--- config.mk ---
export PLATFORM = sky130hd
export DESIGN_NAME = vc_input_alloc
export DESIGN_NICKNAME = d
export VERILOG_FILES = /design/src/rtl/noc_pkg.sv /design/src/rtl/vc_fifo.sv /design/src/rtl/vc_input_alloc.sv
export SDC_FILE = /design/constraint.sdc
export NUM_CORES = 1
export LEC_CHECK = 0
export CAP_MARGIN = 20
export CELL_PAD_IN_SITES_DETAIL_PLACEMENT = 0
export CELL_PAD_IN_SITES_GLOBAL_PLACEMENT = 1
export CORE_MARGIN = 5
export CORE_UTILIZATION = 50
export CTS_CLUSTER_DIAMETER = 60
export DETAILED_ROUTE_END_ITERATION = 7
export GPL_TIMING_DRIVEN = 0
export PLACE_DENSITY = 0.94
export SYNTH_ARGS = -nofsm -noshare
export SYNTH_HDL_FRONTEND = slang
export SYNTH_SLANG_ARGS = --single-unit
--- constraint.sdc ---
create_clock -name clk -period 6.6 [get_ports clk]
set_input_delay 1.98 -clock clk [delete_from_list [all_inputs] [get_ports clk]]
set_output_delay 1.98 -clock clk [all_outputs]
set_load 0.01 [all_outputs]
--- src/rtl/noc_pkg.sv ---
// Shared flit layout, crossbar select codes and arbiter state encodings for the router input stage.
package noc_pkg;

    localparam int FLIT_W  = 8;
    localparam int DEST_HI = 7;
    localparam int DEST_LO = 4;

    localparam logic [2:0] SEL_IDLE     = 3'b000;
    localparam logic [2:0] SEL_NI_DOWN  = 3'b010;
    localparam logic [2:0] SEL_VC1_DOWN = 3'b011;
    localparam logic [2:0] SEL_VC0_NI   = 3'b100;

    typedef enum logic [1:0] {
        RR_VC0 = 2'd0,
        RR_VC1 = 2'd1,
        RR_NI  = 2'd2
    } rr_state_t;

    typedef enum logic [1:0] {
        GNT_NONE = 2'd0,
        GNT_VC0  = 2'd1,
        GNT_VC1  = 2'd2,
        GNT_NI   = 2'd3
    } grant_t;

endpackage

--- src/rtl/vc_fifo.sv ---
// Single virtual-channel FIFO with a combinational head output and an occupancy count
// that is one bit wider than the pointers so that full and empty are distinct.
module vc_fifo #(
    parameter int DEPTH  = 4,
    parameter int FLIT_W = 8
) (
    input  logic                     clk,
    input  logic                     rst,
    input  logic                     push,
    input  logic                     pop,
    input  logic [FLIT_W-1:0]        din,
    output logic [FLIT_W-1:0]        dout,
    output logic                     full,
    output logic                     empty,
    output logic [$clog2(DEPTH):0]   count
);

    localparam int AW = $clog2(DEPTH);
    localparam logic [AW:0] FULL_CNT = (AW+1)'(DEPTH);

    logic [FLIT_W-1:0] mem [DEPTH];
    logic [AW-1:0]     wr_ptr;
    logic [AW-1:0]     rd_ptr;
    logic              do_push;
    logic              do_pop;

    assign full    = (count == FULL_CNT);
    assign empty   = (count == '0);
    assign do_push = push && !full;
    assign do_pop  = pop && !empty;
    assign dout    = mem[rd_ptr];

    always_ff @(posedge clk or negedge rst) begin
        if (!rst) begin
            wr_ptr <= '0;
            rd_ptr <= '0;
            count  <= '0;
        end else begin
            if (do_push) wr_ptr <= wr_ptr + 1'b1;
            if (do_pop)  rd_ptr <= rd_ptr + 1'b1;
            case ({do_push, do_pop})
                2'b10:   count <= count + 1'b1;
                2'b01:   count <= count - 1'b1;
                default: count <= count;
            endcase
        end
    end

    // NOTE: storage is deliberately not reset; the cleared pointers and count make stale entries unreachable.
    always_ff @(posedge clk) begin
        if (do_push) mem[wr_ptr] <= din;
    end

endmodule

--- src/rtl/vc_input_alloc.sv ---
// Ring-router input stage: sorts upstream flits into eject/forward VC FIFOs, holds one NI flit,
// and grants one source per cycle to the crossbar. Define ROUTER_RR_ARB_EN for round-robin, else fixed priority.
module vc_input_alloc
    import noc_pkg::*;
#(
    parameter logic [3:0] NODE_ID = 4'd0,
    parameter int          DEPTH   = 4
) (
    input  logic                     clk,
    input  logic                     rst,
    input  logic [7:0]               up_flit,
    input  logic                     up_valid,
    output logic                     up_ready,
    input  logic [7:0]               ni_flit,
    input  logic                     ni_valid,
    output logic                     ni_ready,
    input  logic                     down_ready,
    input  logic                     ni_out_ready,
    output logic [7:0]               vc0_out,
    output logic [7:0]               vc1_out,
    output logic [7:0]               ni_fwd,
    output logic                     sel_NI_out,
    output logic                     sel_vc,
    output logic                     sel_up,
    output logic [$clog2(DEPTH):0]   vc0_count,
    output logic [$clog2(DEPTH):0]   vc1_count
);

    logic              vc0_full, vc0_empty, vc1_full, vc1_empty;
    logic [FLIT_W-1:0] vc0_head, vc1_head;
    logic              up_accept, dest_local;
    logic              req_vc0, req_vc1, req_ni;
    logic [FLIT_W-1:0] ni_hold;
    logic              ni_hold_v;
    logic [2:0]        sel_q;
    grant_t            grant;

    assign up_ready   = !vc0_full && !vc1_full;
    assign ni_ready   = !ni_hold_v;
    assign up_accept  = up_valid && up_ready;
    assign dest_local = (up_flit[DEST_HI:DEST_LO] == NODE_ID);

    assign req_vc0 = !vc0_empty && ni_out_ready;
    assign req_vc1 = !vc1_empty && down_ready;
    assign req_ni  = ni_hold_v && down_ready;

    vc_fifo #(.DEPTH(DEPTH), .FLIT_W(FLIT_W)) u_vc0 (
        .clk(clk), .rst(rst),
        .push(up_accept && dest_local), .pop(grant == GNT_VC0),
        .din(up_flit), .dout(vc0_head),
        .full(vc0_full), .empty(vc0_empty), .count(vc0_count)
    );

    vc_fifo #(.DEPTH(DEPTH), .FLIT_W(FLIT_W)) u_vc1 (
        .clk(clk), .rst(rst),
        .push(up_accept && !dest_local), .pop(grant == GNT_VC1),
        .din(up_flit), .dout(vc1_head),
        .full(vc1_full), .empty(vc1_empty), .count(vc1_count)
    );

`ifdef ROUTER_RR_ARB_EN
    rr_state_t rr_q, rr_d;

    always_ff @(posedge clk or negedge rst) begin
        if (!rst) rr_q <= RR_VC0;
        else      rr_q <= rr_d;
    end

    // Priority moves to the source after the winner; an idle cycle keeps it.
    always_comb begin
        rr_d = rr_q;
        case (grant)
            GNT_VC0: rr_d = RR_VC1;
            GNT_VC1: rr_d = RR_NI;
            GNT_NI:  rr_d = RR_VC0;
            default: rr_d = rr_q;
        endcase
    end

    // NOTE: every always_comb output gets a default first so no path leaves it unassigned (no latch).
    always_comb begin
        grant = GNT_NONE;
        case (rr_q)
            RR_VC1: begin
                if      (req_vc1) grant = GNT_VC1;
                else if (req_ni)  grant = GNT_NI;
                else if (req_vc0) grant = GNT_VC0;
            end
            RR_NI: begin
                if      (req_ni)  grant = GNT_NI;
                else if (req_vc0) grant = GNT_VC0;
                else if (req_vc1) grant = GNT_VC1;
            end
            default: begin
                if      (req_vc0) grant = GNT_VC0;
                else if (req_vc1) grant = GNT_VC1;
                else if (req_ni)  grant = GNT_NI;
            end
        endcase
    end
`else
    always_comb begin
        grant = GNT_NONE;
        if      (req_vc0) grant = GNT_VC0;
        else if (req_vc1) grant = GNT_VC1;
        else if (req_ni)  grant = GNT_NI;
    end
`endif

    // A held NI flit cannot be reloaded while held, so load and grant never collide.
    always_ff @(posedge clk or negedge rst) begin
        if (!rst) begin
            ni_hold   <= '0;
            ni_hold_v <= 1'b0;
        end else if (ni_valid && ni_ready) begin
            ni_hold   <= ni_flit;
            ni_hold_v <= 1'b1;
        end else if (grant == GNT_NI) begin
            ni_hold_v <= 1'b0;
        end
    end

    always_ff @(posedge clk or negedge rst) begin
        if (!rst) begin
            vc0_out <= '0;
            vc1_out <= '0;
            ni_fwd  <= '0;
            sel_q   <= SEL_IDLE;
        end else begin
            vc0_out <= (grant == GNT_VC0) ? vc0_head : '0;
            vc1_out <= (grant == GNT_VC1) ? vc1_head : '0;
            ni_fwd  <= (grant == GNT_NI)  ? ni_hold  : '0;
            case (grant)
                GNT_VC0: sel_q <= SEL_VC0_NI;
                GNT_VC1: sel_q <= SEL_VC1_DOWN;
                GNT_NI:  sel_q <= SEL_NI_DOWN;
                default: sel_q <= SEL_IDLE;
            endcase
        end
    end

    assign {sel_NI_out, sel_vc, sel_up} = sel_q;

endmodule

==> out/metrics.csv <==
stage;metric;value;unit
run_status;status;completed;
synthesis;Netlist cell types;27;
grt;vias in the first global route;2413;
worst_setup_path;Worst setup endpoint;u_vc0.count[1]$_DFFE_PN0P_;
die;Die ar.;10700;sq um
timing;share of the clock period used by the worst path;0.639;
final_layout;share of layout cells above drive strength 1;0.187;
grt;initial antenna violation count;0;
clocking;CTS tree;yes;
clocking;# clock sinks;114;
clocking;CTS max path bufs;2;
final_layout;P&R area growth vs syn;30.7;%
flow_run;max_cap viols;0;
synthesis;Syn Inst Count;242;
drt;WL per Instance;18.6;um
pwr;switching share of power;0.254;
pwr;Reg power frac;0.379;
grt;GRT Resource Usage Total;0.164;
drt;DRC;0;
drt;mean number of vias per cell;5.04;
pwr;total power per unit cell area;454;nW/um^2
worst_setup_path;R2R Setup Slk;3.99;ns
clocking;clock root cell;clkbuf_8;
pwr;Net Sw Power;661;uW
worst_setup_path;CP startpoint kind;primary input;
worst_setup_path;crit-path max FO;9;
timing;Fmax achieved;237;MHz
final_layout;Post-layout nets;352;
pwr;static leakage;0.00226;uW
worst_setup_path;worst endpoint data arrival time;4.63;ns
die;io pins;57;
place;Inst Count DP;407;
worst_setup_path;Setup crit end kind;flip-flop;
timing;setup TNS;0;ns
timing;RSZ-0062 raised after global routing;false;
worst_setup_path;CP Class;in2reg;
worst_setup_path;R2R Path Start;u_vc0.count[0]$_DFFE_PN0P_;
place;PortBufs;56;
worst_setup_path;R2R depth;10;
timing;PnR worst setup slack;2.38;ns
synthesis;Syn. warnings;0;
worst_setup_path;Crit path required time;7.01;ns
die;Die Width;104;um
grt;largest net degree at the start of global routing;33;
clocking;hold-fix buffer count after cts;0;
clocking;cts repair resizes;0;
timing;post-route minimum period;4.22;ns
synthesis;register bit count reported by yosys;114;
place;Post-DP HPWL;5110;um
clocking;Worst-Skew Late Latency;0.50;ns
synthesis;Syn Nets;276;
clocking;# Post-CTS Setup Buffers;0;
final_layout;Filler cells;556;
timing;Max-slew headroom;0.588;
drt;detailed router's first-iteration violation count;114;
final_layout;Non-Filler Instances;439;
pwr;Pint;1940;uW
synthesis;Syn Std Cell Area;4380;sq um
pwr;maximum vdd drop;0.000191;V
pwr;Combinational Power Share;0.246;
pwr;Clk pwr share;0.375;
die;Die Y;104;um
timing;Finish-stage setup viols;0;
worst_setup_path;Critical Path Start;up_flit[5];
final_layout;n_diodes;0;
die;initial core utilization;0.507;
timing;Worst Tran Pin Value;0.617;ns
drt;via count;2214;
timing;Max Slew Vio Count;0;
timing;final hold violation count;0;
die;number of core rows;34;
timing;hold_ws;0.479;ns
place;post-placement worst setup slack;1.91;ns
drt;Routed WL;8180;um
synthesis;sequential area share after synthesis;0.724;
synthesis;Syn Area/Cell;18.1;sq um
clocking;total CTS buffers;17;
clocking;H-Tree Level Count;4;
place;GPL Wtd Cong;0.714;
die;Core Region;8640;sq um
grt;Remaining Overflow, GRT;0;
drt;Antenna Violating Nets Remaining;0;
clocking;Worst-path clk slew;0.05;ns
worst_setup_path;Reg-to-Reg End;u_vc1.count[2]$_DFFE_PN0P_;
grt;first-pass GRT wire length;13500;um
drt;Detailed Routing Iterations Pass 1;4;
timing;clk_skew;0.00965;ns
worst_hold_path;hold crit path type;reg2reg;
-- routing by layer --
metal	global-route usage	part of all wire
met1	0.210	0.42
met2	0.265	0.53
met3	0.0473	0.034
met4	0.0619	0.011
met5	0	0
-- critical path, stage by stage --
cell             delay, ns
clkdlybuf4s50_1       0.60
or4_4                 0.63
nor4b_4               0.46
inv_1                 0.10
ha_1                  0.23
inv_1                 0.07
fa_1                  0.41
mux2i_1               0.15
-- power by group through the flow --
stage | logic (uW) | registers, uW | clock network, uW
global placement | 615 | 985 | 0
global route | 703 | 1000 | 1020
finish | 639 | 986 | 975
detailed placement | 636 | 997 | 0
floorplan | 378 | 1010 | 0
CTS | 651 | 987 | 988
-- placed cells by master, fill, tap and decap left out, types with 2 or more instances in the layout --
cell type and count:
clkinv_1 3, clkbuf_1 7, fa_1 2, clkbuf_16 16
nor2_1 5, xnor2_1 7, nor2b_1 9, clkdlybuf4s50_1 55
mux4_2 16, ha_1 10, clkinv_2 3, buf_2 4
xor2_1 5, nand2_1 3, mux2i_1 2, and2_1 24
inv_1 16, bufinv_16 6, edfxtp_1 64, dfrtp_1 50
nor3_1 2, mux2_2 9
-- per-stage QoR --
step | area (sq um) | util | total power [uW]
final | 5730 | 0.663 | 2600
after global routing | 5730 | 0.663 | 2730
after CTS | 5730 | 0.663 | 2630
after detailed placement | 5090 | 0.590 | 1630
after global placement | 5080 | 0.588 | 1600
after floorplan | 4380 | - | 1380
-- registers in the layout (all words and copies together), names as in the netlist --
name          count
ni_hold           8
u_vc1.mem        32
ni_hold_v         1
sel_q             3
u_vc0.count       3
u_vc1.count       3
u_vc1.wr_ptr      2
vc0_out           8
u_vc0.mem        32
u_vc1.rd_ptr      2
u_vc0.wr_ptr      2
u_vc0.rd_ptr      2
ni_fwd            8
vc1_out           8
-- cells in the mapped netlist (all sizes together) --
cell type   n  area (sq um)
a21oi       1          5.00
dfrtp      50          1250
xnor2       7          61.3
nor4b       1          23.8
edfxtp     64          1920
fa          2          40.0
mux2i       2          20.0
nand3b      1          7.51
ha         10           125
nor2        5          18.8
o31ai       1          12.5
clkbuf      5          18.8
and4bb      1          12.5
and4        1          8.76
inv        16          60.1
mux2       10           116
and2       24           150
nor2b       9          56.3
xor2        5          43.8
mux4       16           360
nand2       3          11.3
nor3        2          10.0
or4         1          11.3
nor3b       2          20.0
buf         3          15.0
-- cell type report --
| type | instances | area, sq um | share of cell area |
|---|---|---|---|
| buffer | 8 | 33.8 | 0.00590 |
| clock buffer | 19 | 422 | 0.0736 |
| clock inverter | 13 | 214 | 0.0374 |
| inverter | 16 | 60.1 | 0.0105 |
| multi-input combinational | 104 | 1110 | 0.195 |
| sequential | 114 | 3170 | 0.554 |
| tap | 108 | 135 | 0.0236 |
| timing repair buffer | 57 | 576 | 0.100 |
-- worst min path at each step --
stage / startpoint / to / slack [ns] / cells past startpoint
floorplan: ni_hold[0]$_DFFE_PN0P_ / ni_fwd[0]$_DFF_PN0_ / 0.45 / 1
global placement: ni_hold[6]$_DFFE_PN0P_ / ni_fwd[6]$_DFF_PN0_ / 0.46 / 1
detailed placement: ni_hold[3]$_DFFE_PN0P_ / ni_fwd[3]$_DFF_PN0_ / 0.47 / 1
CTS: ni_hold[3]$_DFFE_PN0P_ / ni_fwd[3]$_DFF_PN0_ / 0.48 / 1
global route: ni_hold[2]$_DFFE_PN0P_ / ni_fwd[2]$_DFF_PN0_ / 0.50 / 1
finish: ni_hold[3]$_DFFE_PN0P_ / ni_fwd[3]$_DFF_PN0_ / 0.48 / 1
-- logic make-up after synthesis --
family,after synthesis,share of synthesized area
compound gates,2,0.00400
xor+xnor,12,0.0240
fa+ha+maj,12,0.0377
buf+inv,24,0.0214
flops,114,0.724
mux,28,0.113
simple gates,50,0.0754
Power figures use the tool's default switching activity.
